### src/rtl/spy_trigger_controller.sv
// Circular spy capture with an SOE/sentinel event list, a trigger countdown and a rearm handshake. Reads take 1 cycle.
// There is no backpressure. Writes are dropped while frozen. Define SPY_EVENT_COUNT_EN to build the event_count counter.
module spy_trigger_controller #(
  parameter int         DATAWIDTH = 64,
  parameter int         MEMWIDTH  = 6,
  parameter int         METAWIDTH = 4,
  parameter logic [7:0] SOE_CODE  = 8'hB0
) (
  input  logic                 clock,
  input  logic                 resetbar,
  input  logic [DATAWIDTH:0]   data_in,
  input  logic                 write_enable_in,
  input  logic                 freeze,
  input  logic                 trigger,
  input  logic [MEMWIDTH-1:0]  post_trig_words,
  input  logic                 rearm,
  input  logic [MEMWIDTH-1:0]  read_addr,
  input  logic                 read_enable_in,
  input  logic [METAWIDTH-1:0] meta_read_addr,
  input  logic                 meta_read_enable,
  output logic [DATAWIDTH:0]   data_out,
  output logic [MEMWIDTH-1:0]  mem_wptr,
  output logic [METAWIDTH-1:0] meta_write_addr,
  output logic [MEMWIDTH:0]    meta_read_data,
  output logic                 frozen,
  output logic [15:0]          event_count
);

  typedef enum logic [2:0] {
    S_RESET,
    S_WRITE,
    S_TRIGGERED,
    S_FROZEN_LVL,
    S_FROZEN
  } state_t;

  typedef struct packed {
    logic                sentinel;
    logic [MEMWIDTH-1:0] addr;
  } evt_t;

  localparam logic [MEMWIDTH-1:0]  WPTR_LAST = '1;
  localparam logic [MEMWIDTH-1:0]  CNT_ONE   = MEMWIDTH'(1);
  localparam logic [METAWIDTH-1:0] META_ONE  = METAWIDTH'(1);

  state_t              state, state_nxt;
  logic [MEMWIDTH-1:0] cnt, cnt_nxt;

  logic [DATAWIDTH:0]  spy_mem  [2**MEMWIDTH];
  evt_t                meta_mem [2**METAWIDTH];

  evt_t                q     [2];
  evt_t                q_nxt [2];
  logic [1:0]          q_cnt, q_cnt_nxt;

  logic                accept, soe, wrap, pop;
  evt_t                soe_ent, sent_ent;

  assign accept = write_enable_in & ((state == S_WRITE) | (state == S_TRIGGERED)) & ~freeze;
  assign soe    = accept & data_in[DATAWIDTH] & (data_in[DATAWIDTH-1 -: 8] == SOE_CODE);
  assign wrap   = accept & (mem_wptr == WPTR_LAST);
  assign pop    = (state != S_RESET) && (q_cnt != 2'd0);
  assign frozen = (state == S_FROZEN) || (state == S_FROZEN_LVL);

  assign soe_ent  = '{sentinel: 1'b0, addr: mem_wptr};
  assign sent_ent = '{sentinel: 1'b1, addr: '0};

  always_comb begin
    state_nxt = state;
    cnt_nxt   = cnt;
    case (state)
      S_RESET: state_nxt = S_WRITE;
      S_WRITE: begin
        if (freeze) begin
          state_nxt = S_FROZEN_LVL;
        end else if (trigger) begin
          state_nxt = S_TRIGGERED;
          cnt_nxt   = post_trig_words;
        end
      end
      S_TRIGGERED: begin
        if (accept && (cnt != '0)) cnt_nxt = cnt - CNT_ONE;
        // A completed post-trigger window wins over a level freeze.
        if ((cnt == '0) || (accept && (cnt == CNT_ONE))) state_nxt = S_FROZEN;
        else if (freeze) state_nxt = S_FROZEN_LVL;
      end
      S_FROZEN_LVL: if (!freeze) state_nxt = S_WRITE;
      S_FROZEN: begin
        if (rearm) state_nxt = freeze ? S_FROZEN_LVL : S_WRITE;
      end
      default: state_nxt = S_RESET;
    endcase
  end

  // Pop first, then append the SOE entry ahead of the sentinel; a full queue drops the extra entry.
  always_comb begin
    q_nxt     = q;
    q_cnt_nxt = q_cnt;
    if (pop) begin
      q_nxt[0]  = q[1];
      q_cnt_nxt = q_cnt - 2'd1;
    end
    if (soe && (q_cnt_nxt != 2'd2)) begin
      q_nxt[q_cnt_nxt[0]] = soe_ent;
      q_cnt_nxt           = q_cnt_nxt + 2'd1;
    end
    if (wrap && (q_cnt_nxt != 2'd2)) begin
      q_nxt[q_cnt_nxt[0]] = sent_ent;
      q_cnt_nxt           = q_cnt_nxt + 2'd1;
    end
  end

  always_ff @(posedge clock) begin
    if (!resetbar) begin
      state           <= S_RESET;
      cnt             <= '0;
      mem_wptr        <= '0;
      meta_write_addr <= '0;
      q_cnt           <= '0;
      q[0]            <= '0;
      q[1]            <= '0;
      data_out        <= '0;
      meta_read_data  <= '0;
    end else begin
      state <= state_nxt;
      cnt   <= cnt_nxt;
      q_cnt <= q_cnt_nxt;
      q[0]  <= q_nxt[0];
      q[1]  <= q_nxt[1];
      if (accept) mem_wptr <= mem_wptr + CNT_ONE;
      if (pop) meta_write_addr <= meta_write_addr + META_ONE;
      if (read_enable_in) data_out <= spy_mem[read_addr];
      if (meta_read_enable) meta_read_data <= meta_mem[meta_read_addr];
    end
  end

  // Memories have no reset; a reset edge must not commit a write or a pending pop.
  always_ff @(posedge clock) begin
    if (resetbar && accept) spy_mem[mem_wptr] <= data_in;
    if (resetbar && pop) meta_mem[meta_write_addr] <= q[0];
  end

`ifdef SPY_EVENT_COUNT_EN
  logic [15:0] evt_cnt;

  always_ff @(posedge clock) begin
    if (!resetbar) begin
      evt_cnt <= '0;
    end else if (soe && (evt_cnt != 16'hFFFF)) begin
      evt_cnt <= evt_cnt + 16'd1;
    end
  end

  assign event_count = evt_cnt;
`else
  assign event_count = 16'd0;
`endif

endmodule
### config.mk
export PLATFORM = sky130hd
export DESIGN_NAME = spy_trigger_controller
export DESIGN_NICKNAME = d
export VERILOG_FILES = /design/src/rtl/spy_trigger_controller.sv
export SDC_FILE = /design/constraint.sdc
export NUM_CORES = 2
export LEC_CHECK = 0
export CORE_UTILIZATION = 50
export DETAILED_ROUTE_END_ITERATION = 7
export GPL_ROUTABILITY_DRIVEN = 0
export GPL_TIMING_DRIVEN = 0
export PLACE_DENSITY = 0.65
export REMOVE_ABC_BUFFERS = 1
export SYNTH_ARGS = -nofsm -noshare
export SYNTH_HDL_FRONTEND = slang
export SYNTH_MEMORY_MAX_BITS = 65536
export SYNTH_SLANG_ARGS = --single-unit
### constraint.sdc
create_clock -name clock -period 7.7 [get_ports clock]
set_input_delay 0.77 -clock clock [delete_from_list [all_inputs] [get_ports clock]]
set_output_delay 0.77 -clock clock [all_outputs]
set_load 0.02 [all_outputs]
# == Word-level counts from Yosys, hierarchy flattened ==
# Memory sizes are Yosys's and may differ from the RTL's. A register that Yosys moved wholly into a read port is not among the register bits.
# Index checks and enable logic that the tools add are counted.
# word_totals
reg_bits,35
mem_bits_rw,4272
in_bits,89
out_inout_bits,99
n_memories,2
# op_classes
add_sub_neg,6
n_lt_le_gt_ge,4
n_eq_ne,16
mux,27
bitwise_logic,12
n_reduce_logical,21
# memory_table
memory,depth,width,rd,rd_ports_with_merged_regs,write_ports,line_no,text
spy_mem,64,65,1,1,1,49,logic [DATAWIDTH:0] spy_mem [2**MEMWIDTH];
meta_mem,16,7,1,1,1,50,evt_t meta_mem [2**METAWIDTH];
# op_table
operator,n
$mux W14,2
$mux W7,3
$mux W3,6
$mux W6,3
$pmux W3 S5,1
$bwmux W14,1
$demux W7 S1,2
$and A12 B12 Y12,1
$ne A2 B2 Y1 const B,6
$not A12 Y12,1
$pmux W6 S2,1
$logic_and A1 B1 Y1,9
$eq A8 B8 Y1 const B,1
$mux W2,4
$reduce_and A4 Y1,2
$add A6 B1 Y6 const B,1
$eq A3 B2 Y1 const B,2
$eq A6 B1 Y1 const B,1
$eq A6 B6 Y1 const B,1
$logic_not A6 Y1,1
$reduce_bool A6 Y1,1
$sub A6 B1 Y6 const B,1
$and A1 B1 Y1,5
$add A2 B1 Y2 const B,2
19 further kinds,28

# == Logic depth before layout (Yosys ltp) ==
# logic_depth
word_depth,16
ltp_mapped,16
ltp_nobuf,15

# == Least setup slack after synthesis ==
# OpenSTA, ideal clock, no wires.
# synth_timing
kind,input port to flip-flop
start,in freeze
end,mem spy_mem[31][0] (netlist name) (enable)
arrival_ns,4.550
path_slack_ns,2.662
path_stages,6
n_path_buf,1
cell_sequence,nor2_1 > and3_1 > buf_2 > and3_1 > nand3_1 > nor2_1
# synth_via
elab_chain_cells,5
# synth_rtl
item,line_no,text
"start, declared",13,"input logic freeze,"
$not A1 Y1,59,assign accept = write_enable_in & ((state == S_WRITE) | (state == S_TRIGGERED)) & ~freeze;
$and A1 B1 Y1,59,
$logic_and A1 B1 Y1,139,if (resetbar && accept) spy_mem[mem_wptr] <= data_in;
$mux W1,139,
$mux W1 (implied by the code),139,
"end, declared",49,
# No other way between the ends.

# == Final worst setup path ==
# layout_timing
start,reg state[0]
end,reg q[2] (netlist name)
# layout_via
elab_chain_cells,16
word_cells_on_any_way,34
classes_between,1 x add/sub; 4 x order compare; 4 x eq/ne; 9 x mux; 10 x bitwise; 6 x reduce/logical
# layout_rtl
item,line_no,text
"start, declared",46,"state_t state, state_nxt;"
"start signal, assigned",125,state <= state_nxt;
$eq A3 B1 Y1 or $eq A3 B2 Y1 (tied branches),59,
$or A1 B1 Y1,59,
$and A1 B1 Y1 (2 in a row),59,
$and A1 B1 Y1 (2 in a row),60,assign soe = accept & data_in[DATAWIDTH] & (data_in[DATAWIDTH-1 -: 8] == SOE_CODE);
$logic_and A1 B1 Y1,103,if (soe && (q_cnt_nxt != 2'd2)) begin
$mux W2,103,
$not A1 Y2 (implied by the code),108,q_nxt[q_cnt_nxt[0]] = sent_ent;
$ge A2 B2 Y1 (implied by the code) or $lt A2 B1 Y1 (tied branches),108,
$logic_and A1 B1 Y1 (implied by the code),108,
$mux W7 (implied by the code),108,
$demux W7 S1,108,
$not A12 Y12 (no line),n/a,
$and A12 B12 Y12 (no line),n/a,
$mux W14 *,107,if (wrap && (q_cnt_nxt != 2'd2)) begin
"end, declared",52,evt_t q [2];
# Mark *: on every way between the ends. The rest lies on a longest branch, timed or not.
# A chain may end at the register's enable or synchronous reset.

==> summary.md <==
| Metric | Value |
|---|---|
| Run status | finished, final reports clean |
| Cells on worst reg2reg path | 13 |
| Ys Warns | 0 |
| GRT Util Overall | 26.8% |
| Drt drc | 0 |
| Max_cap viols | 0 |
| Fin. Hold Viols | 0 |
| Mapped Cells | roughly 8k |
| H-tree depth | 5 |
| CTS tree | done |
| Row count | 212 |
| # resized after CTS | 0 |
| Multi-input logic area | ~36,000 sq um |
| Slew headroom | 15.6% |
| CTS hold repair buffers | 0 |
| Grt total ovfl | 0 |
| First DRT Iteration DRCs | around 12k |
| #FFs+latches synth | approximately 4.4k |
| # setup viols final | 0 |
| Fin nets | 8,538 |
| Crit path time final | ~5 ns |
| P_leak | 62.1 nW |
| Initial antenna violation count | 26 |
| Io pins | between 150 and 200 |
| Critical Path Fanout Max | 20 |
| Drt pass-1 iters | 6 |
| Global-route wire length before repair | 642 mm |
| Clock Path Buffers | 4 |
| Share of post-route cells with drive strength above 1 | between 20% and 30% |
| Clk_lat worst skew | 1.01 ns |
| Clock root buffer | clkbuf_16 |
| EDFF count, synth | 4,272 |
| Largest net degree at the start of global routing | 112 |
| Seq. cell area | 130,000 sq um |
| Detail Placement HPWL | 284 mm |
| IO Port Bufs | around 170 |
| Main synth FF type | edfxtp_1 |
| RSZ-0062 raised after global routing | no |
| Synth Area per Inst | 21.1 sq um |
| Clock skew | 0.0548 ns |
| Commonest non-fill, non-tap cells in the layout | 4,272 x edfxtp_1, 777 x mux4_2, 700 x mux2i_1, 438 x clkbuf_16, 258 x buf_12 |
| TritonCTS Buffers | 434 |
| Arrival time worst endpoint | about 6 ns |
| Synthesized area | 168,000 sq um |
| Worst slew pin tran | about 1.2 ns |
| Max Clk Rate | 0.201 GHz |
| Startpoint class of the critical path | flip-flop |
| Hold Path Depth | 1 |
| Core Area | 334,000 sq um |
| Commonest non-fill, non-tap cell in the layout | edfxtp_1 |
| Die W | 582 um |
| Final Max Slew Viols | 0 |
| Post-synthesis cell type count | 75 |
| Fill cells | 23.3k |
| Detailed Route WL | around 460 mm |
| Clock Sinks | about 4.4k |
| Setup bufs post-CTS | 0 |
| Crit path capture type | flip-flop |
| Vias in the first global route | 85.4k |
| CP required | between 8 and 9 ns |
| Reg clk slew, reported paths | 0.07 ns |
| Die Y | between 500 and 600 um |
| Peak VDD IR | 0.197 mV |
| Final period utilization | 64.7% |
| Via count | 87.2k |
| Average vias per placed instance | 6.61 |
| Tightest Hold Check Type | in2reg |
| Seq/Total Area, Yosys | 77.6% |
| Place WS | roughly 2.2 ns |
| Crit Path Category | reg2reg |
| PD cells | 257 nW/um^2 |
| Final ANT Viol Nets | 0 |
| Drt wl/cell | 34.8 um |
| Die ar. | 338,000 sq um |
| Area growth, synth to finish | 15.9% |
| Post-route setup slack | 2.72 ns |
| FFs w/ async S/R, synth | 0% |
| Initial core utilization | about 50% |
| Setup TNS | 0 ns |
registers in the layout, indices dropped and copies added (netlist names):
register         flops
q                   14
meta_read_data       7
cnt                  6
mem_wptr             6
q_cnt                2
meta_write_addr      4
data_out            65
spy_mem           4160
state                3
meta_mem           112
worst paths after layout:
kind	from	slack, ns	end
worst min register to register	q[0]	0.46	q[0]
worst min-delay path	data_in[59]	0.27	spy_mem[32][59]
worst max-delay path	state[0]	2.72	q[2]
worst max register to register	state[0]	2.72	q[2]
cell families (layout without fill, tap and decap cells):
| kind of cell | after synthesis | count (layout) | synth area share, % |
|---|---|---|---|
| AO/OA/AOI/OAI | 985 | 985 | 4.20 |
| XOR/XNOR | 9 | 9 | 0.0469 |
| adder cells (fa/ha/maj) | 11 | 11 | 0.0819 |
| buffers and inverters | 510 | 1332 | 1.56 |
| flip-flops | 4379 | 4379 | 77.6 |
| multiplexers | 1520 | 1520 | 14.9 |
| other | 1 | 19 | 0.00223 |
| AND/OR/NAND/NOR | 555 | 555 | 1.60 |
layout make-up:
cell class | count | share of cell area (%)
Antenna cell | 3 | 0.00385
Tap cell | 4387 | 2.82
Timing Repair Buffer | 516 | 4.55
Clock buffer | 563 | 6.05
Clock inverter | 242 | 1.28
Sequential cell | 4379 | 67.0
Inverter | 11 | 0.0251
Multi-Input combinational cell | 3096 | 18.3
layer usage:
| layer | GRT usage [%] | up-vias | routed length (um) |
|---|---|---|---|
| li1 | - | 34600 | - |
| met1 | 39.0 | 46400 | 182000 |
| met2 | 41.3 | 5304 | 213000 |
| met3 | 5.19 | 919 | 49400 |
| met4 | 8.65 | 16 | 15500 |
| met5 | 0 | - | 107 |
stage by stage:
stage / cells / instance area [sq um] / total power (W) / utilization, % / hold WS, ns
finish: 13200 / 195000 / 0.0500 / 58.3 / 0.266
global route: 13200 / 195000 / 0.0512 / 58.3 / 0.257
CTS: 13200 / 195000 / 0.0502 / 58.3 / 0.212
detailed placement: 12400 / 180000 / 0.0292 / 54.0 / 0.450
global placement: 12000 / 173000 / 0.0328 / 51.7 / 0.444
floorplan: 7486 / 166000 / 0.0279 / - / 0.432
cell usage after synthesis, types with 5 or more instances:
cell type / instances / area [sq um]
xor2_1: 7 / 61.3
buf_2: 167 / 836
o2111ai_1: 9 / 78.8
nor3_1: 15 / 75.1
nor3b_1: 17 / 128
nand4_1: 15 / 93.8
nor2_1: 127 / 477
a2bb2oi_1: 9 / 78.8
mux2i_1: 700 / 7010
buf_6: 25 / 282
buf_4: 78 / 586
a211oi_1: 55 / 413
a21oi_1: 178 / 891
nand3_1: 22 / 110
o211ai_1: 5 / 37.5
a22oi_1: 107 / 803
o22a_1: 53 / 464
a221o_1: 44 / 440
o32ai_1: 7 / 61.3
a32oi_1: 7 / 61.3
nand2b_1: 6 / 37.5
a2111oi_0: 53 / 464
a221oi_1: 17 / 149
nor4_1: 6 / 37.5
edfxtp_1: 4272 / 128000
dfxtp_1: 107 / 2140
o21ai_0: 68 / 340
nand2_1: 199 / 747
o22ai_1: 154 / 963
ha_1: 11 / 138
and3_1: 15 / 93.8
a31oi_1: 44 / 275
or3_1: 46 / 288
inv_1: 10 / 37.5
buf_1: 31 / 116
mux2_2: 41 / 462
o221ai_1: 149 / 1310
clkbuf_1: 197 / 739
nand3b_1: 8 / 60.1
mux4_2: 777 / 17500
a21o_1: 5 / 37.5
nor2b_1: 60 / 375
critical path, stage by stage (launching register included):
cell      delay (ns)
dfxtp_1         0.70
nor3_2          0.20
nor2_1          0.97
mux2i_1         0.33
ha_1            0.29
nor4bb_1        0.32
nand4_1         0.22
o211ai_1        0.35
nand2_1         0.10
ha_1            0.19
nor2_1          0.10
nand4_1         0.29
o31ai_1         0.67
a21oi_1         0.11
power breakdown:
group / switching, W / internal [W]
sequential: 0.0000993 / 0.0262
clock: 0.00901 / 0.0122
combinational: 0.00150 / 0.000936
total: 0.0106 / 0.0394
Power figures use the tool's default switching activity.
